**src/rtl/dbg_pkg.sv**
```systemverilog
// Shared definitions for the debug-unit instruction-memory boot loader:
// controller states, end-of-program marker and default memory geometry.
package dbg_pkg;

  localparam int          DEF_DATA_W    = 32;
  localparam int          DEF_DEPTH     = 32;
  localparam int          DEF_ADDR_W    = $clog2(DEF_DEPTH);
  localparam logic [31:0] DEF_HALT_WORD = 32'hFFFF_FFFF;

  typedef enum logic [1:0] {
    IDLE,
    RECV,
    WRITE,
    DONE
  } state_t;

endpackage

```
**src/rtl/imem_boot_loader_byte_assembler.sv**
```systemverilog
// Big-endian byte-to-word assembler: shifts received bytes in and flags the
// cycle in which the fourth byte completes a 32-bit word.
module byte_assembler (
  input  logic        clk,
  input  logic        rst,
  input  logic        clr,
  input  logic [7:0]  rx_data,
  input  logic        rx_valid,
  output logic [31:0] word,
  output logic        word_ready
);

  logic [23:0] asm_q;
  logic [1:0]  byte_cnt;

  // The completed word is presented in the same cycle as its last byte so the
  // controller can register it without an extra stage.
  assign word       = {asm_q, rx_data};
  assign word_ready = rx_valid && !clr && (byte_cnt == 2'd3);

  // NOTE: sequential state uses non-blocking assignments only, so every
  // register samples pre-edge values regardless of statement order.
  always_ff @(posedge clk) begin
    if (rst) begin
      asm_q    <= '0;
      byte_cnt <= '0;
    end else if (clr) begin
      byte_cnt <= '0;
    end else if (rx_valid) begin
      asm_q    <= word[23:0];
      byte_cnt <= byte_cnt + 2'd1;
    end
  end

endmodule

```
**src/rtl/imem_boot_loader.sv**
```systemverilog
// Boot loader: streams bytes from the UART into consecutive imem words,
// holding the CPU while loading and passing the PC address through otherwise.
module imem_boot_loader
  import dbg_pkg::*;
#(
  parameter int          DATA_W    = DEF_DATA_W,
  parameter int          DEPTH     = DEF_DEPTH,
  parameter int          ADDR_W    = DEF_ADDR_W,
  parameter logic [31:0] HALT_WORD = DEF_HALT_WORD
) (
  input  logic              clk,
  input  logic              rst,
  input  logic              start,
  input  logic [7:0]        rx_data,
  input  logic              rx_valid,
  input  logic [31:0]       pc_addr,
  output logic [31:0]       imem_addr,
  output logic              imem_wr,
  output logic [DATA_W-1:0] imem_wdata,
  output logic              cpu_hold,
  output logic              done,
  output logic              overflow,
  output logic [ADDR_W:0]   word_count
);

  state_t            state, state_nxt;
  logic [ADDR_W-1:0] wr_ptr;
  logic [31:0]       word;
  logic              word_ready;
  logic              is_halt, at_end, load_start, byte_en;

  assign is_halt    = (imem_wdata == HALT_WORD);
  assign at_end     = (wr_ptr == ADDR_W'(DEPTH - 1));
  assign load_start = start && (state == IDLE || state == DONE);
  // A byte arriving during WRITE starts the next word, unless the load ends here.
  assign byte_en    = rx_valid &&
                      (state == RECV || (state == WRITE && !is_halt && !at_end));

  assign imem_addr  = (state == RECV || state == WRITE) ? 32'(wr_ptr) : pc_addr;

  byte_assembler u_asm (
    .clk        (clk),
    .rst        (rst),
    .clr        (load_start),
    .rx_data    (rx_data),
    .rx_valid   (byte_en),
    .word       (word),
    .word_ready (word_ready)
  );

  always_ff @(posedge clk) begin
    if (rst) state <= IDLE;
    else     state <= state_nxt;
  end

  // NOTE: next_state gets a default before the case so no path leaves it
  // unassigned, which would otherwise infer a latch.
  always_comb begin
    state_nxt = state;
    unique case (state)
      IDLE, DONE: if (start)      state_nxt = RECV;
      RECV:       if (word_ready) state_nxt = WRITE;
      WRITE:      state_nxt = (is_halt || at_end) ? DONE : RECV;
      default:    state_nxt = IDLE;
    endcase
  end

  always_ff @(posedge clk) begin
    if (rst) begin
      imem_wr    <= 1'b0;
      imem_wdata <= '0;
      cpu_hold   <= 1'b0;
      done       <= 1'b0;
      overflow   <= 1'b0;
      word_count <= '0;
      wr_ptr     <= '0;
    end else begin
      imem_wr  <= (state_nxt == WRITE);
      cpu_hold <= (state_nxt == RECV || state_nxt == WRITE);
      if (word_ready) imem_wdata <= DATA_W'(word);
      if (load_start) begin
        wr_ptr     <= '0;
        word_count <= '0;
        done       <= 1'b0;
        overflow   <= 1'b0;
      end
      if (state == WRITE) begin
        word_count <= word_count + 1'b1;
        if (is_halt) begin
          done <= 1'b1;
        end else if (at_end) begin
          done     <= 1'b1;
          overflow <= 1'b1;
        end else begin
          wr_ptr <= wr_ptr + 1'b1;
        end
      end
    end
  end

endmodule
```
**config.mk**
```make
export PLATFORM = sky130hd
export DESIGN_NAME = imem_boot_loader
export DESIGN_NICKNAME = d
export VERILOG_FILES = /design/src/rtl/dbg_pkg.sv /design/src/rtl/imem_boot_loader_byte_assembler.sv /design/src/rtl/imem_boot_loader.sv
export SDC_FILE = /design/constraint.sdc
export NUM_CORES = 1
export LEC_CHECK = 0
export ABC_AREA = 1
export CORE_MARGIN = 8
export CORE_UTILIZATION = 29
export DETAILED_ROUTE_END_ITERATION = 16
export PLACE_DENSITY_LB_ADDON = 0.1
export SETUP_SLACK_MARGIN = 0.5
export SLEW_MARGIN = 20
export SYNTH_ARGS = -nofsm -noshare
export SYNTH_HDL_FRONTEND = slang
export SYNTH_SLANG_ARGS = --single-unit
```
**constraint.sdc**
```tcl
create_clock -name clk -period 3 [get_ports clk]
set_input_delay 0.6 -clock clk [delete_from_list [all_inputs] [get_ports clk]]
set_output_delay 0.6 -clock clk [all_outputs]
set_load 0.01 [all_outputs]
```
==> impl_metrics.csv <==
group,metric,value,unit
logic_synthesis,netlist_instances,468,
cells_and_area,final_util,44.45,%
global_route,grt_pass1_vias,3140,
sta,rsz0062_at_grt,"no",
cells_and_area,drive_gt1_share,5.498,%
logic_synthesis,yosys.area_share.xor_xnor,0,%
cells_and_area,final_cell_count_no_fill,725,
setup_path,path_delay_family,"buffers and inverters",
route,vias,3223,
global_route,grt_max_degree,57,
route,drt_first_pass_iters,4,
global_route,antenna_found_initial,0,
placed_design,gp_congestion,0.7349,
cts,cts_max_level,3,
cts,path_clk_slew,0.06,ns
logic_synthesis,ys_seq_area_share,44.94,%
setup_path,reg2reg_from,"wr_ptr[0]",
sta,relSlewSlack,72.50,%
logic_synthesis,yosys_register_bits,75,
worst_hold_path,hold_end,"u_asm.asm_q[22]",
cells_and_area,antenna_cells,0,
cells_and_area,area_growth,50.64,%
die,boundaryPins,118,
logic_synthesis,synthTopCellsByCount,"nand2_1 (104), inv_1 (78), dfxtp_1 (75), a21oi_1 (65), o21ai_0 (40)",
status,status,"finished clean",
sta,setup_tns,0,ns
worst_hold_path,hold-path-cell-count,2,
setup_path,rr_endpoint,"cpu_hold",
logic_synthesis,ys_warn_count,0,
placed_design,placed_area,4593,µm²
logic_synthesis,synth_top_cells_by_area,"dfxtp_1 (45%), nand2_1 (12%), a21oi_1 (9.7%)",
cts,cts.root.buffer_cell,"clkbuf_16",
worst_hold_path,hp-class,"reg2reg",
route,ant_nets,0,
setup_path,cp_max_fo,20,
sta,slew_violations,0,
logic_synthesis,syn_area_per_cell,7.138,µm²
setup_path,crit_path_top_delay_cell,"dfxtp_2",
setup_path,slowest_delay,0.35,ns
route,drt_iter0_drc,131,
route,routed_wirelength,9723,µm
route,post_drt_wl_per_cell,13.41,µm
route,drc,0,
pwr,p_per_area,500.0,nW/µm²
logic_synthesis,syn-num-nets,519,
logic_synthesis,synth_cell_type_count,27,
die,coreArea,11320,µm²
setup_path,worst_setup_path_end_kind,"output port",
logic_synthesis,synth_top_family_by_area,"simple AND/OR/NAND/NOR gates",
pwr,ir_drop,0.2325,mV
global_route,grt.total_usage,12.75,%
sta,min_period_over_period,79.46,%
setup_path,crit_buf_inv,3,
logic_synthesis,synth-main-ff-cell,"dfxtp_1",
cts,ctsHoldBuffers,0,
sta,setup_viol,0,
logic_synthesis,netlist_area,3341,µm²
global_route,grt_first_pass_wirelength,15440,µm
logic_synthesis,synth_edf_count,0,
cts,clkLatencyLatePin,0.33,ns
logic_synthesis,synth_compound_area_share,18.16,%
placed_design,hpwl,7219,µm
setup_path,cp_data_arrival_time,1.78,ns
flow_run,cap_violations,0,
pwr,p_leak,2.185,nW
worst_hold_path,worstHoldStart,"u_asm.asm_q[22]",
logic_synthesis,synth_fa_ha_area_share,2.622,%
setup_path,critical_path_class,"reg2out",
setup_path,cp.required,2.40,ns
cts,cts_tree,"built",
placed_design,port_buffers,117,
die,start_util,29.51,%
sta,fmax,0.4195,GHz
logic_synthesis,synth_top_area_share,44.94,%
setup_path,r2r.worst_path.cells,15,
pwr,p_total,2.516,mW
logic_synthesis,synth.most_common_cell,"nand2_1",
sta,worst_pin_slew,0.4114,ns
die,die_y,123.3,µm
logic_synthesis,synthMuxAreaShare,0,%
die,num_rows,39,
setup_path,r2r_slack,0.76,ns
sta,finClkSkew,0.006310,ns
cts,clock_sinks,75,
logic_synthesis,yosysTopAreaCell,"dfxtp_1",
placed_design,place_inst,708,
logic_synthesis,async_reset_ff_share,0,%
logic_synthesis,synth-simple-area-share,20.90,%
global_route,overflow,0,
sta,hold_viol,0,
setup_path,crit_path_start_kind,"register",
setup_path,path_cells,"inv_1 -> ha_4 -> bufbuf_16 -> o21ai_0 -> dlygate4sd2_1",
route,via_per_inst,4.446,
cells_and_area,nNetsFinal,628,
die,dieArea,15210,µm²
cells_and_area,final_area,5032,µm²
cts,numCtsBuffers,9,
die,die_w,123.3,µm
cts,cts_buffer_depth,2,
sta,period_minus_slack,2.384,ns
## report_power, final
part           leakage, nW  switching [mW]  internal [mW]
clock                0.159           0.450          0.743
sequential           0.605         0.00595           1.00
combinational         1.42           0.155          0.157
## how the worst max path moves through the flow
stage	startpoint	end	slack, ns	cells after the start
after floorplan	state[0]	imem_addr[11]	1.01	6
after global placement	state[0]	imem_addr[2]	0.62	6
after detailed placement	state[0]	imem_addr[4]	0.62	7
after CTS	state[0]	imem_addr[4]	0.44	7
after global routing	state[0]	imem_addr[1]	0.50	5
final	state[0]	imem_addr[0]	0.62	5
## sequential cells by signal, indices dropped and copies added (netlist names)
register	count
u_asm.byte_cnt	2
imem_wdata	32
word_count	6
overflow	1
imem_wr	1
wr_ptr	5
cpu_hold	1
done	1
state	2
u_asm.asm_q	24
## kinds of logic (layout without fill, tap and decap cells)
family | Yosys count | after routing
AO/OA/AOI/OAI | 115 | 115
adder cells (fa/ha/maj) | 7 | 7
buffers and inverters | 106 | 220
flip-flops | 75 | 75
AND/OR/NAND/NOR | 165 | 165
## cells in the final DEF, fill, tap and decap left out, types with 2 or more instances in the layout
cell type	n
dfxtp_1	74
dlygate4sd2_1	11
a211oi_1	2
nor2_1	18
clkdlybuf4s15_1	2
dlymetal6s2s_1	19
o21ai_0	40
o21ai_1	2
ha_1	6
nand2_1	104
clkbuf_16	9
nand3_1	32
o31ai_1	3
clkdlybuf4s50_1	85
a21oi_1	65
nor3_1	4
bufinv_16	2
inv_1	78
buf_4	5
inv_6	3
## worst register-to-register path, delay by kind of cell, from the launching register on
family | cells | cell delay [ns]
buffers and inverters | 2 | 0.20
adders and majority gates | 3 | 0.60
DFF | 1 | 0.34
and+or+nand+nor | 10 | 1.06
## per-layer routing
layer | global-route usage [%] | part of all wire (%)
met1 | 14.55 | 43
met2 | 21.87 | 49
met3 | 5.114 | 7.6
met4 | 3.010 | 0.40
met5 | 0 | 0
## metrics by stage
stage	hold WS, ns	worst slack, ns
after CTS	0.4608	0.4353
after global placement	0.4486	0.6174
after global routing	0.4707	0.5006
final	0.4577	0.6161
after floorplan	0.4360	1.011
after detailed placement	0.4472	0.6210
## layout make-up
class | count | area [µm²]
Fill cell | 1169 | 6289
Sequential cell | 75 | 1503
Multi-Input combinational cell | 287 | 1414
Timing Repair Buffer | 125 | 1310
Inverter | 79 | 296.5
Clock buffer | 9 | 225.2
Tap cell | 143 | 178.9
Clock inverter | 7 | 105.1
## what timing repair did
action | in CTS | in global routing
setup endpoints to repair | 32 | 53
buffers inserted | 0 | 0
hold endpoints to repair | 0 | 0
gates cloned | 1 | 0
resized for setup | 17 | 26
Power figures use the tool's default switching activity.
